### config.mk
export PLATFORM = sky130hd
export DESIGN_NAME = instruction_fetch_unit
export DESIGN_NICKNAME = d
export VERILOG_FILES = /design/src/rtl/instruction_fetch_unit.sv
export SDC_FILE = /design/constraint.sdc
export NUM_CORES = 1
export LEC_CHECK = 0
export CAP_MARGIN = 20
export CORE_ASPECT_RATIO = 1.5
export CORE_MARGIN = 2
export CORE_UTILIZATION = 46
export DETAILED_ROUTE_END_ITERATION = 8
export PLACE_DENSITY = 0.94
export REMOVE_ABC_BUFFERS = 1
export SLEW_MARGIN = 20
export SYNTH_ARGS = -nofsm -noshare
export SYNTH_HDL_FRONTEND = slang
export SYNTH_SLANG_ARGS = --single-unit
### constraint.sdc
create_clock -name clk -period 3.75 [get_ports clk]
set_clock_uncertainty 0.2 [all_clocks]
set_input_delay 0.5625 -clock clk [delete_from_list [all_inputs] [get_ports clk]]
set_output_delay 0.5625 -clock clk [all_outputs]
set_load 0.02 [all_outputs]
### src/rtl/instruction_fetch_unit.sv
// Fetch stage: holds the program counter, fetches one word at a time over a req/ack
// handshake and hands it to the decoder on valid/ready, applying redirect/halt at accept.
//
// state   | meaning
// --------+-------------------------------------------------------------
// S_REQ   | imem_req high at pc, waiting for imem_ack
// S_ISSUE | ir holds a fetched word, waiting for ir_ready
// S_HALTED| decoder reported halt; fetch stopped until reset
module instruction_fetch_unit #(
    parameter int ADDR_W  = 10,
    parameter int INSTR_W = 20,
    parameter int CNT_W   = 16
) (
    input  logic               clk,
    input  logic               reset,
    output logic               imem_req,
    output logic [ADDR_W-1:0]  imem_addr,
    input  logic               imem_ack,
    input  logic [INSTR_W-1:0] imem_data,
    output logic [INSTR_W-1:0] ir,
    output logic [ADDR_W-1:0]  ir_pc,
    output logic               ir_valid,
    input  logic               ir_ready,
    input  logic               redirect_en,
    input  logic [ADDR_W-1:0]  redirect_addr,
    input  logic               halt_in,
    output logic [ADDR_W-1:0]  pc,
    output logic               halted,
    output logic [CNT_W-1:0]   retired
);

    typedef enum logic [1:0] {
        S_REQ    = 2'd0,
        S_ISSUE  = 2'd1,
        S_HALTED = 2'd2
    } state_t;

    state_t             state, state_nxt;
    logic [ADDR_W-1:0]  pc_nxt;
    logic [ADDR_W-1:0]  ir_pc_nxt;
    logic [INSTR_W-1:0] ir_nxt;
    logic [CNT_W-1:0]   retired_nxt;

    assign imem_req  = (state == S_REQ);
    assign ir_valid  = (state == S_ISSUE);
    assign halted    = (state == S_HALTED);
    assign imem_addr = pc;

    always_ff @(posedge clk) begin
        if (reset) begin
            state   <= S_REQ;
            pc      <= '0;
            ir      <= '0;
            ir_pc   <= '0;
            retired <= '0;
        end else begin
            state   <= state_nxt;
            pc      <= pc_nxt;
            ir      <= ir_nxt;
            ir_pc   <= ir_pc_nxt;
            retired <= retired_nxt;
        end
    end

    always_comb begin
        state_nxt   = state;
        pc_nxt      = pc;
        ir_nxt      = ir;
        ir_pc_nxt   = ir_pc;
        retired_nxt = retired;
        case (state)
            S_REQ: begin
                if (imem_ack) begin
                    ir_nxt    = imem_data;
                    ir_pc_nxt = pc;
                    pc_nxt    = pc + ADDR_W'(1);
                    state_nxt = S_ISSUE;
                end
            end
            S_ISSUE: begin
                if (ir_ready) begin
                    retired_nxt = retired + CNT_W'(1);
                    // halt wins over redirect; pc keeps the sequential value
                    if (halt_in) begin
                        state_nxt = S_HALTED;
                    end else if (redirect_en) begin
                        pc_nxt    = redirect_addr;
                        state_nxt = S_REQ;
                    end else begin
                        state_nxt = S_REQ;
                    end
                end
            end
            S_HALTED: begin
                state_nxt = S_HALTED;
            end
            default: begin
                state_nxt = S_REQ;
            end
        endcase
    end

endmodule

### Yosys cells after proc, flatten, opt, wreduce, memory -nomap -nowiden

Index checks and enable logic that the tools add are counted.

| word-level totals | value |
|---|---|
| flip-flop bits (word level) | 58 |
| bits of input ports | 36 |
| output and inout bits | 69 |
| word-level logic and storage cells | 28 |

| cells by class | value |
|---|---|
| add/subtract/negate cells | 2 |
| equality and inequality tests | 6 |
| mux-type cells | 9 |
| reduce and logical (&&, ||, !) cells | 6 |

Operators with widths:

| operator | count |
|---|---|
| 2-to-1 mux 10 bit | 4 |
| case mux 10 bit (2 select lines) | 1 |
| adder 16 x 1 -> 16 bit, second input constant | 1 |
| adder 10 x 1 -> 10 bit, second input constant | 1 |
| 2-to-1 mux 2 bit | 3 |
| != test 2 x 1 -> 1 bit, second input constant | 3 |
| case mux 2 bit (3 select lines) | 1 |
| AND reduction 2 bit | 3 |
| AND reduction 5 bit | 1 |
| == test 2 x 1 -> 1 bit, second input constant | 1 |
| == test 2 bit, second input constant | 1 |
| logical NOT 2 bit | 1 |
| != test 2 bit, second input constant | 1 |
| nonzero test 2 bit | 1 |

### Depth between registers and ports, before layout

| depth | value |
|---|---|
| depth in word-level cells | 4 |
| depth in mapped cells | 6 |
| depth with buffers taken out | 5 |

### Worst setup path after synthesis

Ideal clock, no wire load.

| timing path | value |
|---|---|
| path type | reg2reg |
| start | register retired[7] |
| end | register retired[15] |
| library setup time | 0.070 ns |
| arrival time | 1.580 ns |
| setup slack | 1.899 ns |
| stages on the path, launching flop included | 5 |
| buffers on the path | 0 |
| period minus slack after synthesis | 1.851 ns |
| cells stage by stage | dfxtp_1 > and4_1 > nand3_1 > or4_1 > a21oi_1 |

| on the way | value |
|---|---|
| cells in the longest elaborated chain, start to end | 1 |

RTL lines:

| what | RTL line | RTL |
|---|---|---|
| start: declaration | 29 | `output logic [CNT_W-1:0] retired` |
| start signal: assignment | 61 | `retired <= retired_nxt;` |
| adder 16 x 1 -> 16 bit | 82 | `retired_nxt = retired + CNT_W'(1);` |

No other way between the ends.
A chain may end at the register's enable or synchronous reset.

### Final worst setup path

| timing path | value |
|---|---|
| start | register state[0] |
| end | output ir_valid |

| on the way | value |
|---|---|
| cells in the longest elaborated chain, start to end | 1 |

RTL lines:

| what | RTL line | RTL |
|---|---|---|
| start: declaration | 38 | `state_t state, state_nxt;` |
| start signal: assignment | 57 | `state <= state_nxt;` |
| == test 2 x 1 -> 1 bit | 45 | `assign ir_valid = (state == S_ISSUE);` |
| end: declaration | 22 | `output logic ir_valid,` |

No other way between the ends.

==> impl_metrics.toml <==
[finish]
diodes = 0
mostFrequentLayoutCells = "clkdlybuf4s50_1, nand2_1, dfxtp_1, a21oi_1, nor2_1"
drive_gt1_share_pct = 5.30
seqCellArea_sq_um = 1160
areaGrowthSynthToFinish_pct = 47.2
multiInputGateArea_sq_um = 1240
fin_util_pct = 69.9
fill_cells = 410
nets = 448
layout_commonest_cell = "clkdlybuf4s50_1"

[setup_path]
worst-setup-path-type = "flop to output pin"
cp.required_ps = 2990
worst_setup_path_end_kind = "output pin"
critPathLaunchType = "flop"
crit_arrival_ps = 2170
crit_path_max_fanout = 19

[drt]
wl_per_cell_um = 14.6
finalWirelength_um = 7080
first_pass_iters = 4
viasPerCell = 5.38
ant_nets = 0
drt_iter0_drc = 147
drc = 0
vias = 2609

[floorplanning]
rows = 33
num_io_pins = 105
die_w_um = 65.0
die_h_um = 95.5
core_area_sq_um = 5410
start_util_pct = 47.5
fp.dieArea_sq_um = 6210

[clocking]
ctsHoldBuffers = 0
cts_resized = 0
cts_sinks = 58
htreeDepth = 3
post_cts_buffers = 0
cts_tree = "built"
clk-insertion-delay-late_ps = 320
clock-root-buffer = "clkbuf_8"
cts_max_path_buffers = 2
clkTransAtPathRegs_ps = 60
cts-buffers-inserted = 9

[yosys]
synth_top_area_share_pct = 45.2
synth.area.top_cells = "dfxtp_1, nand2_1, a21oi_1"
muxShareOfSynthArea_pct = 0.390
synth-compound-area-share_pct = 17.5
synth_flop_cell = "dfxtp_1"
synth_top_area_cell = "dfxtp_1"
yosys_warnings = 0
synth_area_sq_um = 2570
avgSynthCellArea_sq_um = 8.00
synth_top_family_by_area = "simple AND/OR/NAND/NOR gates"
ys_ff_latch = 58
synth-simple-area-share_pct = 26.5
synth_async_sr_flop_share_pct = 0
yosysUniqueCellTypes = 42
synthXorXnorAreaFrac_pct = 2.73
syn_inst = 321
synth_enable_flop_cells = 0
ys_seq_area_share_pct = 45.2
synthAdderAreaFrac_pct = 0.974

[global_route]
grt_pass1_wl_um = 11200
grt_pass1_vias = 2431
antenna_found_initial = 0
gr-total-overflow = 0
grt_start_max_net_pins = 34
grt_usage_pct = 23.6

[sta]
slew_viol_final = 0
relSlewSlack_pct = 36.9
rsz0062_at_grt = "false"
hold_viol = 0
fmax_mhz = 341
worst_pin_slew_ps = 945
fin_crit_sh_pct = 78.3
setup_viol = 0
final.setup.tns_ps = 0
fin_crit_ps = 2940
final.setup.worst_slack_ps = 814

[worst_hold_path]
min_path_type = "flop to flop"

[job]
cap_violations = 0

[power]
vdd_drop_max_mv = 0.278
p_per_area_nw_per_um2 = 405
p_leak_nw = 1.32

[placed_design]
gp_congestion = 0.871
io_buffers = 104
place_ws_ps = 1090
dp_hpwl_um = 5020

[outcome]
outcome = "finished clean"
==> routing by layer <==
layer | GRT usage [%] | part of all wire, % | vias up
li1 | - | - | 1282
met1 | 23.8 | 37 | 1210
met2 | 44.3 | 56 | 101
met3 | 5.67 | 5.1 | 16
met4 | 12.0 | 2.0 | 0
met5 | 0 | 0 | -
==> power by group <==
group	switching, mW	leakage, nW	internal, mW	total, mW
Clock	0.236	0.109	0.390	0.626
Combinational	0.125	0.735	0.113	0.239
Sequential	0.0264	0.472	0.642	0.668
Total	0.388	1.32	1.15	1.53
==> synthesized netlist by cell type (3+ instances only) <==
| library cell | count |
|---|---|
| nand3_1 | 11 |
| xor2_1 | 6 |
| o31ai_1 | 5 |
| clkbuf_1 | 14 |
| or3_1 | 5 |
| buf_4 | 12 |
| o21ai_0 | 10 |
| nand2b_1 | 3 |
| nor3_1 | 3 |
| nand4_1 | 6 |
| inv_1 | 4 |
| nor3b_1 | 3 |
| or4_1 | 5 |
| and2_1 | 4 |
| o21a_1 | 3 |
| dfxtp_1 | 58 |
| nand2_1 | 75 |
| a21oi_1 | 49 |
| nor2_1 | 14 |
==> final timing paths <==
path,start,to,slack (ps),depth (start not counted)
setup / recovery,state[0],ir_valid,810,3
hold reg to reg,ir_pc[5],ir_pc[5],250,2
hold / removal,ir_pc[5],ir_pc[5],250,2
setup reg to reg,state[1],imem_addr[5],1460,5
==> flip-flops by register name, indices dropped and copies added, names as in the netlist <==
name / cells
ir: 20
retired: 16
imem_addr: 10
ir_pc: 10
state: 2
==> metrics by stage <==
| stage | hold slack (ps) | instance area, sq um | instances | total power, mW |
|---|---|---|---|---|
| after floorplan | 328 | 2420 | 293 | 0.783 |
| after global placement | 243 | 3560 | 469 | 0.912 |
| after detailed placement | 246 | 3560 | 469 | 0.919 |
| after CTS | 254 | 3780 | 485 | 1.55 |
| after global routing | 275 | 3780 | 485 | 1.61 |
| final | 253 | 3780 | 485 | 1.53 |
==> kinds of logic (layout without fill, tap and decap cells) <==
group / after synthesis / in the layout
DFF: 58 / 58
adders and majority gates: 2 / 2
buffers and inverters: 33 / 127
xor gates and xnor gates: 8 / 8
AOI/OAI and AO/OA: 79 / 79
and+or+nand+nor: 140 / 140
muxes: 1 / 1
==> critical path, stage by stage (launching register included) <==
cell and delay, ps:
dfxtp_1 460, nand2b_1 340, inv_2 370, clkdlybuf4s50_1 670
==> cell type report <==
| class | instances | area share, % |
|---|---|---|
| flip-flops and latches | 58 | 30.7 |
| clock inverters | 5 | 2.05 |
| inverters | 5 | 0.497 |
| repair buffers | 106 | 27.8 |
| clock buffers | 11 | 3.74 |
| well taps | 70 | 2.32 |
| multi-input cells | 230 | 32.9 |
No activity file was read; power rests on OpenSTA's default activity.
